<file path="src/rtl/rv32_defs.sv">
// Shared RV32 front-end definitions: widths, PC step, NOP encoding,
// fetch FSM state encoding and the fetch-buffer entry payload.
package rv32_defs;

    localparam int unsigned XLEN = 32;
    localparam int unsigned ILEN = 32;

    localparam logic [XLEN-1:0] PC_STEP = 32'd4;
    localparam logic [ILEN-1:0] NOP     = 32'h0000_0013;

    typedef enum logic [1:0] {
        S_BOOT  = 2'b00,
        S_RUN   = 2'b01,
        S_FAULT = 2'b10
    } fetch_state_e;

    // One buffered instruction as presented to decode.
    typedef struct packed {
        logic [XLEN-1:0] pc;
        logic [ILEN-1:0] instr;
    } fetch_entry_t;

endpackage

</file>
<file path="src/rtl/ifetch_fifo.sv">
// Synchronous FIFO used for the fetch buffer and the issued-address tag queue.
// Ports:
//   clk, rst_n      clock, synchronous active-low reset
//   push/push_data  write one entry (accepted when not full, or full with a pop)
//   pop             drop the head entry (ignored when empty)
//   flush           empty the FIFO; wins over push and pop
//   count           number of valid entries
//   head            oldest entry (stale when count is zero)
module ifetch_fifo #(
    parameter int unsigned WIDTH = 64,
    parameter int unsigned DEPTH = 2,
    localparam int unsigned AW = $clog2(DEPTH),
    localparam int unsigned CW = AW + 1
) (
    input  logic             clk,
    input  logic             rst_n,
    input  logic             push,
    input  logic [WIDTH-1:0] push_data,
    input  logic             pop,
    input  logic             flush,
    output logic [CW-1:0]    count,
    output logic [WIDTH-1:0] head
);

    logic [WIDTH-1:0] mem_q [DEPTH];
    logic [WIDTH-1:0] mem_d [DEPTH];
    logic [AW-1:0]    rd_q, rd_d, wr_q, wr_d;
    logic [CW-1:0]    cnt_q, cnt_d;
    logic             pop_en_c, push_en_c;

    assign pop_en_c  = pop & (cnt_q != '0);
    assign push_en_c = push & ((cnt_q != CW'(DEPTH)) | pop_en_c);

    // Pointer/count update; DEPTH is a power of two so pointers wrap naturally.
    always_comb begin
        mem_d = mem_q;
        rd_d  = rd_q;
        wr_d  = wr_q;
        cnt_d = cnt_q;
        if (flush) begin
            rd_d  = '0;
            wr_d  = '0;
            cnt_d = '0;
        end else begin
            if (push_en_c) begin
                mem_d[wr_q] = push_data;
                wr_d        = wr_q + AW'(1);
            end
            if (pop_en_c) begin
                rd_d = rd_q + AW'(1);
            end
            cnt_d = cnt_q + CW'(push_en_c) - CW'(pop_en_c);
        end
    end

    always_ff @(posedge clk) begin
        if (!rst_n) begin
            rd_q  <= '0;
            wr_q  <= '0;
            cnt_q <= '0;
            for (int i = 0; i < int'(DEPTH); i++) begin
                mem_q[i] <= '0;
            end
        end else begin
            rd_q  <= rd_d;
            wr_q  <= wr_d;
            cnt_q <= cnt_d;
            mem_q <= mem_d;
        end
    end

    assign count = cnt_q;
    assign head  = mem_q[rd_q];

endmodule

</file>
<file path="src/rtl/ifetch_unit.sv">
// RV32 instruction fetch stage: holds the PC, issues word reads to instruction
// memory under a credit limit, buffers returned words and hands {instr, instr_pc}
// to decode. Redirects flush the stage and restart fetch at the new PC.
// Optional feature macro: IFETCH_MISALIGN_EN (misaligned redirect -> S_FAULT).
// Ports:
//   clk, rst_n                      clock, synchronous active-low reset
//   imem_req_valid/ready/addr       word read request
//   imem_rsp_valid/data             in-order read response, no backpressure
//   redirect_valid/pc               single-cycle fetch redirect
//   instr_valid/ready, instr, instr_pc  decode handshake
//   fetch_fault                     misaligned-PC fault indication
module ifetch_unit
    import rv32_defs::*;
#(
    parameter logic [XLEN-1:0] RESET_PC   = 32'h0000_0000,
    parameter int unsigned     FIFO_DEPTH = 2
) (
    input  logic            clk,
    input  logic            rst_n,
    output logic            imem_req_valid,
    input  logic            imem_req_ready,
    output logic [XLEN-1:0] imem_req_addr,
    input  logic            imem_rsp_valid,
    input  logic [ILEN-1:0] imem_rsp_data,
    input  logic            redirect_valid,
    input  logic [XLEN-1:0] redirect_pc,
    output logic            instr_valid,
    input  logic            instr_ready,
    output logic [ILEN-1:0] instr,
    output logic [XLEN-1:0] instr_pc,
    output logic            fetch_fault
);

    localparam int unsigned CW = $clog2(FIFO_DEPTH) + 1;
    localparam int unsigned EW = $bits(fetch_entry_t);

    fetch_state_e    state_q, state_d;
    logic [XLEN-1:0] pc_q, pc_d;
    logic [CW-1:0]   out_q, out_d;
    logic [CW-1:0]   drop_q, drop_d;

    logic [CW-1:0]   fifo_count;
    logic [CW-1:0]   tag_count_unused;
    fetch_entry_t    push_entry, head_entry;
    logic [XLEN-1:0] tag_head;
    logic            push_c, pop_c, flush_c, tag_push_c, tag_pop_c;
    logic            q_nonempty_c, credit_ok_c, req_acc_c, rsp_ok_c;
    logic            redir_bad_c;
    logic [XLEN-1:0] redir_tgt_c;
    logic [CW:0]     in_use_c;

`ifdef IFETCH_MISALIGN_EN
    assign redir_bad_c = redirect_pc[1:0] != 2'b00;
    assign fetch_fault = state_q == S_FAULT;
`else
    logic [1:0] unused_redir_lsbs;
    assign unused_redir_lsbs = redirect_pc[1:0];
    assign redir_bad_c       = 1'b0;
    assign fetch_fault       = 1'b0;
`endif
    assign redir_tgt_c = {redirect_pc[XLEN-1:2], 2'b00};

    // Credit: every word in flight or buffered owns a FIFO slot, so no overflow.
    assign in_use_c       = {1'b0, out_q} + {1'b0, fifo_count};
    assign credit_ok_c    = in_use_c < (CW+1)'(FIFO_DEPTH);
    assign imem_req_valid = (state_q == S_RUN) & credit_ok_c;
    assign imem_req_addr  = pc_q;
    assign req_acc_c      = imem_req_valid & imem_req_ready;
    // Responses with nothing outstanding belong to requests aborted by reset.
    assign rsp_ok_c       = imem_rsp_valid & (out_q != '0);

    assign q_nonempty_c = fifo_count != '0;
    assign instr_valid  = q_nonempty_c & ~redirect_valid;
    assign instr        = q_nonempty_c ? head_entry.instr : '0;
    assign instr_pc     = q_nonempty_c ? head_entry.pc : '0;
    assign push_entry   = '{pc: tag_head, instr: imem_rsp_data};

    // Next state, PC, counters and FIFO controls; redirect overrides everything.
    always_comb begin
        state_d    = state_q;
        pc_d       = pc_q;
        out_d      = out_q + CW'(req_acc_c) - CW'(rsp_ok_c);
        drop_d     = drop_q;
        push_c     = 1'b0;
        pop_c      = 1'b0;
        flush_c    = 1'b0;
        tag_push_c = 1'b0;
        tag_pop_c  = 1'b0;

        if (state_q == S_BOOT) begin
            state_d = S_RUN;
        end
        if (req_acc_c) begin
            pc_d = pc_q + PC_STEP;
        end

        if (redirect_valid) begin
            // Tag queue is flushed too: dropped responses never consume a tag.
            flush_c = 1'b1;
            drop_d  = out_d;
            pc_d    = redir_tgt_c;
            state_d = redir_bad_c ? S_FAULT : S_RUN;
        end else begin
            pop_c      = instr_valid & instr_ready;
            tag_push_c = req_acc_c;
            if (rsp_ok_c) begin
                if (drop_q != '0) begin
                    drop_d = drop_q - CW'(1);
                end else begin
                    push_c    = 1'b1;
                    tag_pop_c = 1'b1;
                end
            end
        end
    end

    always_ff @(posedge clk) begin
        if (!rst_n) begin
            state_q <= S_BOOT;
            pc_q    <= RESET_PC;
            out_q   <= '0;
            drop_q  <= '0;
        end else begin
            state_q <= state_d;
            pc_q    <= pc_d;
            out_q   <= out_d;
            drop_q  <= drop_d;
        end
    end

    ifetch_fifo #(.WIDTH(EW), .DEPTH(FIFO_DEPTH)) u_instr_q (
        .clk       (clk),
        .rst_n     (rst_n),
        .push      (push_c),
        .push_data (push_entry),
        .pop       (pop_c),
        .flush     (flush_c),
        .count     (fifo_count),
        .head      (head_entry)
    );

    ifetch_fifo #(.WIDTH(XLEN), .DEPTH(FIFO_DEPTH)) u_tag_q (
        .clk       (clk),
        .rst_n     (rst_n),
        .push      (tag_push_c),
        .push_data (pc_q),
        .pop       (tag_pop_c),
        .flush     (flush_c),
        .count     (tag_count_unused),
        .head      (tag_head)
    );

endmodule

</file>
<file path="config.mk">
export PLATFORM = sky130hd
export DESIGN_NAME = ifetch_unit
export DESIGN_NICKNAME = d
export VERILOG_FILES = /design/src/rtl/rv32_defs.sv /design/src/rtl/ifetch_fifo.sv /design/src/rtl/ifetch_unit.sv
export SDC_FILE = /design/constraint.sdc
export NUM_CORES = 1
export LEC_CHECK = 0
export CAP_MARGIN = 40
export CELL_PAD_IN_SITES_DETAIL_PLACEMENT = 0
export CELL_PAD_IN_SITES_GLOBAL_PLACEMENT = 2
export CORE_ASPECT_RATIO = 0.7
export CORE_MARGIN = 2
export CORE_UTILIZATION = 32
export DETAILED_ROUTE_END_ITERATION = 8
export GPL_TIMING_DRIVEN = 0
export PLACE_DENSITY = 0.83
export SETUP_SLACK_MARGIN = 0.4
export SYNTH_ARGS = -nofsm -noshare
export SYNTH_HDL_FRONTEND = slang
export SYNTH_SLANG_ARGS = --single-unit
</file>
<file path="constraint.sdc">
create_clock -name clk -period 3.4 [get_ports clk]
set_input_delay 0.51 -clock clk [delete_from_list [all_inputs] [get_ports clk]]
set_output_delay 0.51 -clock clk [all_outputs]
set_load 0.02 [all_outputs]
</file>
* After elaboration in Yosys (flattened, before gate mapping) *
Index checks and enable logic that the tools add are counted.

cells by class
  reduce and logical (&&, ||, !) cells = 16
  add/subtract/negate cells = 13
  shift operators = 0
  div/mod/pow operators = 0
  bitwise operators = 18
  $lt $le $gt $ge = 7
  multiplexer cells = 27
  multiply operators = 0
  eq/ne operators = 2

operator list
  kind                                                      number
  2-to-1 mux 32 bit                                         8
  2-to-1 mux 64 bit                                         4
  bitwise mux 128 bit                                       1
  bitwise mux 64 bit                                        1
  demux 64 bit (select 1 bit)                               1
  adder 32 x 3 -> 32 bit, second input constant             1
  demux 32 bit (select 1 bit)                               1
  nonzero test 2 bit                                        8
  bitwise AND 1 bit                                         9
  greater-or-equal comparator 2 bit, second input constant  4
  2-to-1 mux 1 bit                                          8
  NOT 1 -> 2 bit                                            4
  adder 2 x 1 -> 2 bit                                      3
  2-to-1 mux 2 bit                                          3
  AND reduction 2 bit                                       3
  subtractor 2 x 1 -> 2 bit                                 3
  adder 1 bit, second input constant                        4
  < comparator 2 x 1 -> 1 bit, second input constant        2
  inequality test 2 bit, second input constant              2
  OR reduction 2 bit                                        2
  adder 2 x 2 -> 3 bit                                      1
  < comparator 3 x 2 -> 1 bit, second input constant        1
  NOT 1 bit                                                 3
  logical AND 1 bit                                         2
  other kinds (3)                                           4

storage, ports and cells
  latch bits = 0
  logic and storage cells = 98
  bits in registers = 237
  ROM bits = 0
  output and inout port bits = 99
  RAM bits = 0
  bits of input ports = 70
  memories = 0

* Depth between registers and ports, before layout *
  depth in word-level cells = 9
  mapped depth = 13
  depth with buffers taken out = 11

* By module *
From an unflattened synthesis, not the netlist that was laid out.

unflattened totals
  cell total of the unflattened synthesis = 1199
  area, all modules = 11237.0 µm²

modules (own cells, without submodules)
  module                   cells an instance  area an instance (µm²)  times used  sequential area each (µm²)
  ifetch_fifo (u_instr_q)  578                5773.0                  1           2642.5
  ifetch_fifo (u_tag_q)    303                3029.2                  1           1361.3
  ifetch_unit              318                2434.8                  1           700.7

* Least setup slack after synthesis *
Ideal clock, no wire load.

  path type = reg2reg
  start = reg u_instr_q.cnt_q[0] (netlist: u_instr_q.count[0])
  end = reg drop_q[1]
  clock period less this slack = 2666 ps
  data arrival time = 2590 ps
  path slack = 734 ps
  data required time = 3324 ps
  stages on the path, launching flop included = 14
  path buffers = 2
  setup time = 76 ps
  path through = dfxtp_1 -> and2_1 -> fa_1 -> and4bb_4 -> inv_2 -> buf_6 -> clkbuf_1 -> ha_1 -> inv_1 -> ha_1 -> xnor2_1 -> xnor2_1 -> nand2_1 -> a21boi_0

on the way
  word-level cells in the longest chain between the ends = 7

RTL lines
  what                         RTL line            text
  start, declared              ifetch_fifo.sv:28   logic [CW-1:0] cnt_q, cnt_d;
  start signal, assigned       ifetch_fifo.sv:67   cnt_q <= cnt_d;
  adder 2 x 2 -> 3 bit         ifetch_unit.sv:64   assign in_use_c = {1'b0, out_q} + {1'b0, fifo_count};
  < comparator 3 x 2 -> 1 bit  ifetch_unit.sv:65   assign credit_ok_c = in_use_c < (CW+1)'(FIFO_DEPTH);
  bitwise AND 1 bit            ifetch_unit.sv:66   assign imem_req_valid = (state_q == S_RUN) & credit_ok_c;
  bitwise AND 1 bit            ifetch_unit.sv:68   assign req_acc_c = imem_req_valid & imem_req_ready;
  adder 2 x 1 -> 2 bit         ifetch_unit.sv:82   out_d = out_q + CW'(req_acc_c) - CW'(rsp_ok_c);
  subtractor 2 x 1 -> 2 bit    ifetch_unit.sv:82
  2-to-1 mux 2 bit             ifetch_unit.sv:97   if (redirect_valid) begin
  end signal, assigned         ifetch_unit.sv:127  drop_q <= drop_d;
  end, declared                ifetch_unit.sv:40   logic [CW-1:0] drop_q, drop_d;

Every way passes these cells.
A chain may end at the register's enable or synchronous reset.

* Worst setup path in the final report *
  start = reg u_instr_q.rd_q
  end = out instr[6]

on the way
  word-level cells in the longest chain between the ends = 5

RTL lines
  what                                                   RTL line           text
  start, declared                                        ifetch_fifo.sv:27  logic [AW-1:0] rd_q, rd_d, wr_q, wr_d;
  start signal, assigned                                 ifetch_fifo.sv:65  rd_q <= rd_d;
  NOT 1 -> 2 bit (not written as such)                   ifetch_fifo.sv:73  assign head = mem_q[rd_q];
  2-to-1 mux 64 bit (not written as such) (3 in series)  ifetch_fifo.sv:73
  2-to-1 mux 32 bit                                      ifetch_unit.sv:74  assign instr = q_nonempty_c ? head_entry.instr : '0;
  end, declared                                          ifetch_unit.sv:29  output logic [ILEN-1:0] instr,

Every way passes these cells. The select of a mux whose other input is x is not followed.

==> results.json <==
{
  "status": "finished clean",
  "wl_mm": 32.7,
  "fin_tns_setup_ns": 0,
  "via_per_inst": 4.95,
  "antenna_found_initial": 0,
  "crit_buf_inv": 3,
  "syn_inst": 1202,
  "ys.flop_type": "dfxtp_1",
  "clock_skew_ns": 0.0189,
  "synth_cell_types": 53,
  "final_cell_mix": "nand2_1 (304), dfxtp_1 (226), clkdlybuf4s50_1 (158)",
  "crit_chain": "clkbuf_2 -> buf_2 -> mux2i_1 -> nor2_1 -> clkdlybuf4s50_1",
  "slew_viol_final": 0,
  "start_util": 0.325,
  "ir_drop_uv": 289,
  "final_common_cell": "nand2_1",
  "ys_async_sr_fraction": 0,
  "cts.sinks": 227,
  "grt_pass1_vias": 8735,
  "coreArea_um2": 32300,
  "p_per_area_nw_per_um2": 486,
  "cts_buffers": 25,
  "crit_path_end_kind": "output pin",
  "place_area_um2": 12700,
  "fin_area_um2": 13600,
  "critical_path_class": "reg2out",
  "grt_pass1_wl_mm": 51.1,
  "cp_max_fo": 10,
  "syn-cell-area_um2": 10500,
  "pin_count": 169,
  "cts_root_buf": "clkbuf_16",
  "power_mw": 6.60,
  "synth_area_leaders": "dfxtp_1 (43%), mux2i_1 (14%), nand2_1 (11%)",
  "syn2layout_area_growth_pct": 29.0,
  "synth_top_area_frac": 0.432,
  "drcViolationCount": 0,
  "hold_path_class": "reg2reg",
  "layout-drive-gt1-share": 0.0678,
  "h-tree-depth": 1,
  "fin_crit_ns": 2.90,
  "postCtsHoldBufs": 0,
  "power.static_leakage_nw": 5.34,
  "firstDrtPassIters": 5,
  "track_usage": 0.191,
  "num-nets-final": 1475,
  "cp_slowest_stage_delay_ns": 0.63,
  "finalHoldViolations": 0,
  "max_freq_mhz": 345,
  "critPathArrivalTime_ns": 2.39,
  "synth.avg_cell_area_um2": 8.74,
  "cp-start-kind": "flip-flop",
  "max_slew_margin": 0.400,
  "required_ns": 2.89,
  "drv_cap": 0,
  "port_buffers": 160,
  "gr-total-overflow": 0,
  "synth_edf_count": 0,
  "dp.final_hpwl_mm": 24.3,
  "die_x_um": 221,
  "yosysTopAreaCell": "dfxtp_1",
  "die_h_um": 156,
  "ant_nets": 0,
  "cts.clk_slew.worst_paths_ns": 0.06,
  "cp_slowest_cell": "clkdlybuf4s50_1",
  "worst_pin_slew_ns": 0.891,
  "cts_max_path_buffers": 3,
  "grt_max_degree": 13,
  "via_count": 9120,
  "ys_warn_count": 0,
  "rsz0062_at_grt": "yes",
  "crit_family": "buffers and inverters",
  "yosysSeqAreaShare": 0.432,
  "gp_congestion": 0.833,
  "hold_ws_ns": 0.454,
  "clock_latency_ns": 0.53,
  "ys_ff_latch": 227,
  "n_antenna_cell": 0,
  "avgRoutedWirePerCell_um": 17.8,
  "setup_viol": 0,
  "row_count": 55,
  "die_area_um2": 34300,
  "drt_first_iter_violations": 647,
  "post-route-period-util": 0.854,
  "cts_tree": "built"
}
registers in the layout (all words and copies together) (netlist names):
signal	count
out_q	2
u_tag_q.count	2
drop_q	2
u_tag_q.rd_q	1
u_instr_q.count	2
imem_req_addr	30
u_tag_q.mem_q	60
u_tag_q.wr_q	1
u_instr_q.rd_q	1
state_q	1
u_instr_q.mem_q	124
u_instr_q.wr_q	1
path summary, 6_finish.rpt:
kind / end / from / cells past startpoint / slack, ns
worst max-delay path: instr[6] / u_instr_q.rd_q / 5 / 0.50
worst min-delay path: u_tag_q.mem_q[34] / u_tag_q.mem_q[34] / 2 / 0.45
worst max register to register: drop_q[1] / u_instr_q.count[0] / 13 / 0.53
worst min register to register: u_tag_q.mem_q[34] / u_tag_q.mem_q[34] / 2 / 0.45
worst min-delay path: cells and delay by family, from the launching register on:
kind / cells / cell delay, ns
DFF: 1 / 0.31
and+or+nand+nor: 1 / 0.05
muxes: 1 / 0.05
stage by stage:
step            util  worst slack (ns)  std cells
5_1_grt        0.419             0.357       1842
3_5_place_dp   0.392             0.134       1795
4_1_cts        0.418             0.394       1839
2_1_floorplan      -             0.734       1206
3_3_place_gp   0.391             0.114       1793
6_report       0.419             0.497       1842
logic make-up (layout without fill, tap and decap cells):
logic type | count (synthesis) | in the layout | share of synthesized area
multiplexers | 152 | 152 | 0.145
AO/OA/AOI/OAI | 206 | 206 | 0.156
flip-flops | 227 | 227 | 0.432
adder cells (fa/ha/maj) | 7 | 7 | 0.00905
other | 1 | 5 | 0.000357
buffers and inverters | 112 | 321 | 0.0475
XOR/XNOR | 18 | 18 | 0.0150
AND/OR/NAND/NOR | 479 | 479 | 0.195
per-layer routing:
layer | GRT usage | wire [um]
met4 | 0.0314 | 503
met5 | 0 | 0
met3 | 0.0347 | 1600
met1 | 0.308 | 17800
met2 | 0.259 | 12800
synthesized netlist by cell type, types with 7 or more instances:
| cell type | number |
|---|---|
| nand2_1 | 304 |
| inv_1 | 11 |
| a21boi_0 | 50 |
| nor4_1 | 12 |
| dfxtp_1 | 227 |
| nor2_1 | 78 |
| nor3b_1 | 7 |
| mux2i_1 | 152 |
| nand4_1 | 12 |
| nor3_1 | 17 |
| o211a_1 | 63 |
| a21oi_1 | 13 |
| o21ai_0 | 27 |
| buf_2 | 24 |
| a21boi_1 | 15 |
| clkbuf_1 | 65 |
| nand3_1 | 12 |
| and4_1 | 7 |
| xnor2_1 | 15 |
report_power, final:
part	internal, mW	leakage [nW]	switching, mW
Sequential	2.80	1.84	0.119
Clock	1.67	0.410	1.11
Combinational	0.392	3.09	0.504
cell type report:
| type | instances | area [um^2] |
|---|---|---|
| Multi-Input combinational cell | 867 | 5480 |
| Tap cell | 427 | 534 |
| Sequential cell | 227 | 4550 |
| Clock buffer | 40 | 762 |
| Clock inverter | 4 | 70.1 |
| Timing Repair Buffer | 165 | 1640 |
| Buffer | 100 | 480 |
| Inverter | 12 | 45.0 |
| Fill cell | 3282 | 18800 |
repair_timing:
action / 4_1_cts / 5_1_grt
gates resized for setup: 12 / 17
buffers inserted: 0 / 3
endpoints found under the setup margin: 61 / 40
pin swaps: 0 / 1
(Power assumes the default switching activity.)
